## config.mk

```make
export PLATFORM = sky130hd
export DESIGN_NAME = dr_chan_sched
export DESIGN_NICKNAME = d
export VERILOG_FILES = /design/src/rtl/dr_sched_pkg.sv /design/src/rtl/dr_chan_port.sv /design/src/rtl/dr_chan_sched.sv
export SDC_FILE = /design/constraint.sdc
export NUM_CORES = 1
export LEC_CHECK = 0
export BUFFER_PORTS_ARGS = -buffer_cell sky130_fd_sc_hd__buf_2
export CORE_AREA = 2 2 60 62
export CTS_BUF_LIST = sky130_fd_sc_hd__clkbuf_4 sky130_fd_sc_hd__clkbuf_8 sky130_fd_sc_hd__clkbuf_16
export DETAILED_ROUTE_END_ITERATION = 8
export DIE_AREA = 0 0 62 64
export GPL_TIMING_DRIVEN = 0
export PLACE_DENSITY_LB_ADDON = 0.05
export SETUP_SLACK_MARGIN = 0.2
export SLEW_MARGIN = 20
export SYNTH_ARGS = -nofsm -noshare
export SYNTH_HDL_FRONTEND = slang
export SYNTH_SLANG_ARGS = --single-unit
```

## constraint.sdc

```tcl
create_clock -name clk -period 4.7 [get_ports clk]
set_input_delay 0.235 -clock clk [delete_from_list [all_inputs] [get_ports clk]]
set_output_delay 0.235 -clock clk [all_outputs]
set_load 0.05 [all_outputs]
```

## src/rtl/dr_sched_pkg.sv

```systemverilog
// Shared state types and parameter defaults for the dual-rail channel scheduler.
package dr_sched_pkg;

  localparam int DEF_WIDTH       = 8;
  localparam int DEF_SYNC_STAGES = 2;

  typedef enum logic [1:0] {
    G_IDLE = 2'd0,
    G_REQ  = 2'd1,
    G_REL  = 2'd2,
    G_RUN  = 2'd3
  } go_state_t;

  typedef enum logic [1:0] {
    C_WAIT = 2'd0,
    C_PEND = 2'd1,
    C_ACK  = 2'd2
  } chan_state_t;

endpackage

```

## src/rtl/dr_chan_port.sv

```systemverilog
// One dual-rail 4-phase input channel: completion/spacer/conflict detection,
// synchronizers for the handshake-level signals, the channel FSM and its ack.
module dr_chan_port
  import dr_sched_pkg::*;
#(
  parameter int WIDTH       = DEF_WIDTH,
  parameter int SYNC_STAGES = DEF_SYNC_STAGES
) (
  input  logic             clk,
  input  logic             reset_n,
  input  logic             enable,
  input  logic             grant,
  input  logic [WIDTH-1:0] r0,
  input  logic [WIDTH-1:0] r1,
  output logic             req,
  output logic             ack,
  output logic             conflict
);

  chan_state_t            state;
  chan_state_t            state_nxt;
  logic                   complete;
  logic                   spacer;
  logic [SYNC_STAGES-1:0] complete_sync;
  logic [SYNC_STAGES-1:0] spacer_sync;
  logic                   complete_s;
  logic                   spacer_s;

  assign complete   = &(r0 | r1);
  assign spacer     = ~|(r0 | r1);
  assign conflict   = |(r0 & r1);
  assign complete_s = complete_sync[SYNC_STAGES-1];
  assign spacer_s   = spacer_sync[SYNC_STAGES-1];

  // A freshly synchronized completion requests immediately from C_WAIT, so a
  // grant in that cycle goes straight to C_ACK; otherwise the channel parks
  // in C_PEND. Kept outside the FSM block so grant never feeds back into req.
  assign req = (state == C_PEND) || ((state == C_WAIT) && enable && complete_s);
  assign ack = (state == C_ACK);

  // Only the level-type completion/spacer flags are synchronized; the data
  // rails are held stable by the sender until we acknowledge.
  always_ff @(posedge clk or negedge reset_n) begin
    if (!reset_n) begin
      complete_sync <= '0;
      spacer_sync   <= '0;
    end else begin
      complete_sync[0] <= complete;
      spacer_sync[0]   <= spacer;
      for (int i = 1; i < SYNC_STAGES; i++) begin
        complete_sync[i] <= complete_sync[i-1];
        spacer_sync[i]   <= spacer_sync[i-1];
      end
    end
  end

  // Channel FSM state register.
  always_ff @(posedge clk or negedge reset_n) begin
    if (!reset_n) begin
      state <= C_WAIT;
    end else begin
      state <= state_nxt;
    end
  end

  // Channel FSM next state: wait for a complete word, hold it until granted,
  // then acknowledge until the sender returns to spacer.
  always_comb begin
    state_nxt = state;
    case (state)
      C_WAIT: begin
        if (enable && complete_s) begin
          state_nxt = grant ? C_ACK : C_PEND;
        end
      end
      C_PEND: begin
        if (grant) begin
          state_nxt = C_ACK;
        end
      end
      C_ACK: begin
        if (spacer_s) begin
          state_nxt = C_WAIT;
        end
      end
      default: state_nxt = C_WAIT;
    endcase
  end

endmodule

```

## src/rtl/dr_chan_sched.sv

```systemverilog
// Scheduler between a Teak asynchronous top and a clocked stream: runs the go
// handshake, collects words from two dual-rail channels and forwards them
// through a one-entry valid/ready register with round-robin arbitration.
module dr_chan_sched
  import dr_sched_pkg::*;
#(
  parameter int WIDTH       = DEF_WIDTH,
  parameter int SYNC_STAGES = DEF_SYNC_STAGES
) (
  input  logic             clk,
  input  logic             reset_n,
  input  logic             start,
  output logic             go_0r,
  input  logic             go_0a,
  input  logic [WIDTH-1:0] ch0_0r0,
  input  logic [WIDTH-1:0] ch0_0r1,
  output logic             ch0_0a,
  input  logic [WIDTH-1:0] ch1_0r0,
  input  logic [WIDTH-1:0] ch1_0r1,
  output logic             ch1_0a,
  output logic             out_valid,
  input  logic             out_ready,
  output logic [WIDTH-1:0] out_data,
  output logic             out_src,
  output logic             busy,
  output logic             err
);

  go_state_t              go_state;
  go_state_t              go_nxt;
  logic [SYNC_STAGES-1:0] go_ack_sync;
  logic                   go_ack_s;
  logic                   req0;
  logic                   req1;
  logic                   conflict0;
  logic                   conflict1;
  logic                   grant0;
  logic                   grant1;
  logic                   last_grant;
  logic                   reg_free;

  assign go_ack_s = go_ack_sync[SYNC_STAGES-1];
  assign go_0r    = (go_state == G_REQ);
  assign busy     = (go_state != G_IDLE);
  assign reg_free = !out_valid || out_ready;

  dr_chan_port #(
    .WIDTH       (WIDTH),
    .SYNC_STAGES (SYNC_STAGES)
  ) u_port0 (
    .clk      (clk),
    .reset_n  (reset_n),
    .enable   (busy),
    .grant    (grant0),
    .r0       (ch0_0r0),
    .r1       (ch0_0r1),
    .req      (req0),
    .ack      (ch0_0a),
    .conflict (conflict0)
  );

  dr_chan_port #(
    .WIDTH       (WIDTH),
    .SYNC_STAGES (SYNC_STAGES)
  ) u_port1 (
    .clk      (clk),
    .reset_n  (reset_n),
    .enable   (busy),
    .grant    (grant1),
    .r0       (ch1_0r0),
    .r1       (ch1_0r1),
    .req      (req1),
    .ack      (ch1_0a),
    .conflict (conflict1)
  );

  // Synchronizer for the asynchronous go acknowledge.
  always_ff @(posedge clk or negedge reset_n) begin
    if (!reset_n) begin
      go_ack_sync <= '0;
    end else begin
      go_ack_sync[0] <= go_0a;
      for (int i = 1; i < SYNC_STAGES; i++) begin
        go_ack_sync[i] <= go_ack_sync[i-1];
      end
    end
  end

  // Go FSM state register.
  always_ff @(posedge clk or negedge reset_n) begin
    if (!reset_n) begin
      go_state <= G_IDLE;
    end else begin
      go_state <= go_nxt;
    end
  end

  // Go FSM next state: one full 4-phase cycle on the go channel, then run
  // until reset. start is only looked at while idle.
  always_comb begin
    go_nxt = go_state;
    case (go_state)
      G_IDLE:  if (start)     go_nxt = G_REQ;
      G_REQ:   if (go_ack_s)  go_nxt = G_REL;
      G_REL:   if (!go_ack_s) go_nxt = G_RUN;
      G_RUN:   go_nxt = G_RUN;
      default: go_nxt = G_IDLE;
    endcase
  end

  // Round-robin arbiter: a tie goes to the channel that was not granted last.
  always_comb begin
    grant0 = 1'b0;
    grant1 = 1'b0;
    if (reg_free) begin
      if (req0 && req1) begin
        if (last_grant) grant0 = 1'b1;
        else            grant1 = 1'b1;
      end else if (req0) begin
        grant0 = 1'b1;
      end else if (req1) begin
        grant1 = 1'b1;
      end
    end
  end

  // Output register: loads on grant (even in the cycle the old word drains),
  // otherwise clears valid once the consumer takes the word. err is sticky.
  always_ff @(posedge clk or negedge reset_n) begin
    if (!reset_n) begin
      out_valid  <= 1'b0;
      out_data   <= '0;
      out_src    <= 1'b0;
      last_grant <= 1'b1;
      err        <= 1'b0;
    end else begin
      if (grant0 || grant1) begin
        out_valid  <= 1'b1;
        out_data   <= grant1 ? ch1_0r1 : ch0_0r1;
        out_src    <= grant1;
        last_grant <= grant1;
        if ((grant0 && conflict0) || (grant1 && conflict1)) begin
          err <= 1'b1;
        end
      end else if (out_ready) begin
        out_valid <= 1'b0;
      end
    end
  end

endmodule

```

==> results.md <==
- Internal power: about 0.43 mW
- Area fraction in compound gates after synthesis: 0.277
- Root Driver: clkbuf_4
- Area delta synth->final: 28.3%
- Worst R2R Path Depth: 6
- Rows: 21
- Pre-CTS setup slack: just over 3 ns
- Chip Height: about 64 um
- Worst Skew: about 0.0014 ns
- Synth Net Count: 149
- Ys Warns: 0
- Vias/cell: approximately 5.3
- Leak pwr: between 0.8 and 0.9 nW
- CTS tree: built
- Largest family of logic cells by synthesized area: compound AO/OA/AOI/OAI gates
- P_sw: 0.334 mW
- Status: completed
- First-pass GRT wire length: approximately 5.2 mm
- Fin worst setup slack: just over 3 ns
- F_max: 600 MHz
- Port bufs: a little over 50
- Sequential area share after synthesis: 0.548
- H-Tree Level Count: 1
- RSZ-0062 raised after global routing: false
- Most frequent cells in the layout: buf_2 (51), dfrtp_1 (27), nor4_1 (10), a21o_1 (10)
- Post-DRT Antenna Nets: 0
- CP max FO: 10
- Pins Over Slew Limit: 0
- Mapped Area: 1280 um^2
- Setup CP Type: reg -> reg
- Synth area leader: dfrtp_1
- CP Data Required Time: 4.92 ns
- Worst setup endpoint: out_data[7]
- Pwr/cell area: about 470 nW/um^2
- Bufs on Longest Clock Path: 2
- Final setup vio count: 0
- Internal reg-to-reg setup slack: a little over 3 ns
- Clock sinks: 28
- Synth Area in Adders: 0
- Comb power frac: 0.449
- Fin. Hold Viols: 0
- CP endpoint kind: register
- WP data arrival: 1.88 ns
- Register bit total from synthesis: 28
- DRT Pass-1 Iters: 4
- Max_cap viols: 0
- Library cells used by synthesis: 29
- Mapped Cells: 112
- Headroom to the max-slew limit: 0.603
- Simple-gate share of the synthesized area: 0.127
- DIE AREA: a little under 4000 um^2
- Clock share of power: 0.135
- Startpoint Class: register
- Nets@finish: approximately 210
- Slew @ Worst Pin: approximately 0.6 ns
- Vias in the first global route: 1,157
- Worst flop-to-flop path endpoint: out_data[7]
- Total grt overflow: 0
- DR WL/cell: roughly 14 um
- Initial DRC count: 40
- Via count: around 1,100
- Largest net degree at the start of global routing: 29
- Routed WL: slightly above 3 mm
- Worst r2r src: go_state[1]
- Top post-synthesis cells by area: dfrtp_1 (53%), a21o_1 (5.9%), nor4_1 (4.9%)
- Final HPWL DP: 2.40 mm
- Core area: between 3000 and 4000 um^2
- GPL Wtd Cong: approximately 0.9
- Commonest non-fill, non-tap cell in the layout: buf_2
- Post-layout min period: 1.67 ns
- Num ports: 52
- Post-CTS Resized: 0
- Setup tns final: 0 ns
- CTS Buf Count: 3
- Final period util: 0.354
- Die X-Extent: around 62 um
- Starting Density: 0.390
- Clock transition at path regs: around 0.14 ns
- CP Launch Point: go_state[1]
- Sw Ratio: 0.435
- Avg Cell Area, Syn: 11.4 um^2
- Sequential group share of total power: 0.415
- # diodes: 0
- Layout cells sized above 1: 0.391
- Synth top area share: 0.527
- GRT Util Overall: 0.173
- Multiplexer share of the synthesized area: 0.0156
- Worst min-delay path class: in -> reg
- Post-Synth XOR/XNOR Area: 0
- Residual DRC: 0
- # Post-CTS Setup Buffers: 0
- Antenna violations before repair: 0
- VDD IR max: 0.212 mV
- Worst-Skew Late Latency: just over 0.3 ns
==> synthesized netlist by cell type <==
master / instances
dfrtp_1: 27
a21o_1: 10
nor4_1: 10
a22oi_1: 8
o22ai_1: 8
nand2_1: 7
a22o_1: 6
inv_1: 5
nor2b_1: 3
o21ai_0: 3
o21ai_1: 3
buf_6: 2
mux2i_1: 2
nand4_1: 2
nor2_1: 2
a21bo_2: 1
a21oi_1: 1
a21oi_2: 1
a221oi_4: 1
and2b_1: 1
and4_1: 1
dfstp_2: 1
nand2b_1: 1
nor2_2: 1
o21a_1: 1
o21ai_2: 1
o21ba_2: 1
o21bai_2: 1
or2_2: 1
==> how the worst min path moves through the flow <==
stage / slack, ns / from / cells after the start / to
after global placement: 0.27 / reset_n / 1 / out_src
after detailed placement: 0.29 / reset_n / 1 / u_port1.spacer_sync[1]
after CTS: 0.00007 / go_0a / 1 / go_ack_sync[0]
final: 0.16 / ch0_0r1[2] / 2 / out_data[2]
after floorplan: -0.06 / reset_n / 0 / err
after global routing: 0.13 / ch0_0r1[2] / 2 / out_data[2]
==> power groups by stage <==
stage	Clock [mW]	Combinational, mW	Sequential, mW
after floorplan	0	0.116	0.456
after global placement	0	0.343	0.323
after detailed placement	0	0.347	0.324
after CTS	0.110	0.348	0.319
after global routing	0.123	0.370	0.326
final	0.104	0.345	0.319
==> critical path, cell delays in order (launching register included) <==
cell      delay, ns
dfrtp_1        0.46
o21ai_1        0.20
a21oi_2        0.11
a221oi_4       0.35
buf_6          0.20
mux2i_1        0.18
o21ai_1        0.07
==> kinds of logic (layout without fill, tap and decap cells) <==
logic type | after synthesis | count (layout)
compound gates | 46 | 46
simple gates | 29 | 29
flops | 28 | 28
buf+inv | 7 | 64
mux | 2 | 2
==> state kept, by name, summed over array words and instances (netlist names) <==
name                   count
out_src                    1
u_port0.state              2
u_port1.complete_sync      2
go_state                   2
u_port0.spacer_sync        2
out_data                   8
u_port0.complete_sync      2
u_port1.state              2
err                        1
go_ack_sync                2
last_grant                 1
u_port1.spacer_sync        2
out_valid                  1
==> per-stage QoR <==
step / instance area (um^2) / total power, mW / cells / hold slack [ns] / utilization
2_1_floorplan: 1280 / 0.573 / 112 / -0.0606 / -
3_3_place_gp: 1590 / 0.666 / 209 / 0.275 / 0.485
3_5_place_dp: 1590 / 0.670 / 209 / 0.286 / 0.485
4_1_cts: 1630 / 0.776 / 214 / 0.0000666 / 0.498
5_1_grt: 1640 / 0.819 / 215 / 0.135 / 0.501
6_report: 1640 / 0.768 / 215 / 0.163 / 0.501
==> per-layer routing <==
layer,vias up,share of wire,track usage
li1,549,-,-
met1,548,0.44,0.229
met2,36,0.52,0.289
met3,2,0.041,0.0263
met4,0,0.0046,0.0399
met5,-,0,0
==> layout make-up <==
type	count	area (um^2)
flip-flops and latches	28	702
inverters	5	18.8
repair buffers	53	275
clock buffers	4	30.0
well taps	46	57.6
fillers	311	1640
plain buffers	2	22.5
multi-input cells	77	538
==> what timing repair did <==
item | 4_1_cts | 5_1_grt
hold buffers | 1 | 1
endpoints found under the setup margin | 0 | 0
endpoints found under the hold margin | 27 | 1
No activity file was read; power rests on OpenSTA's default activity.
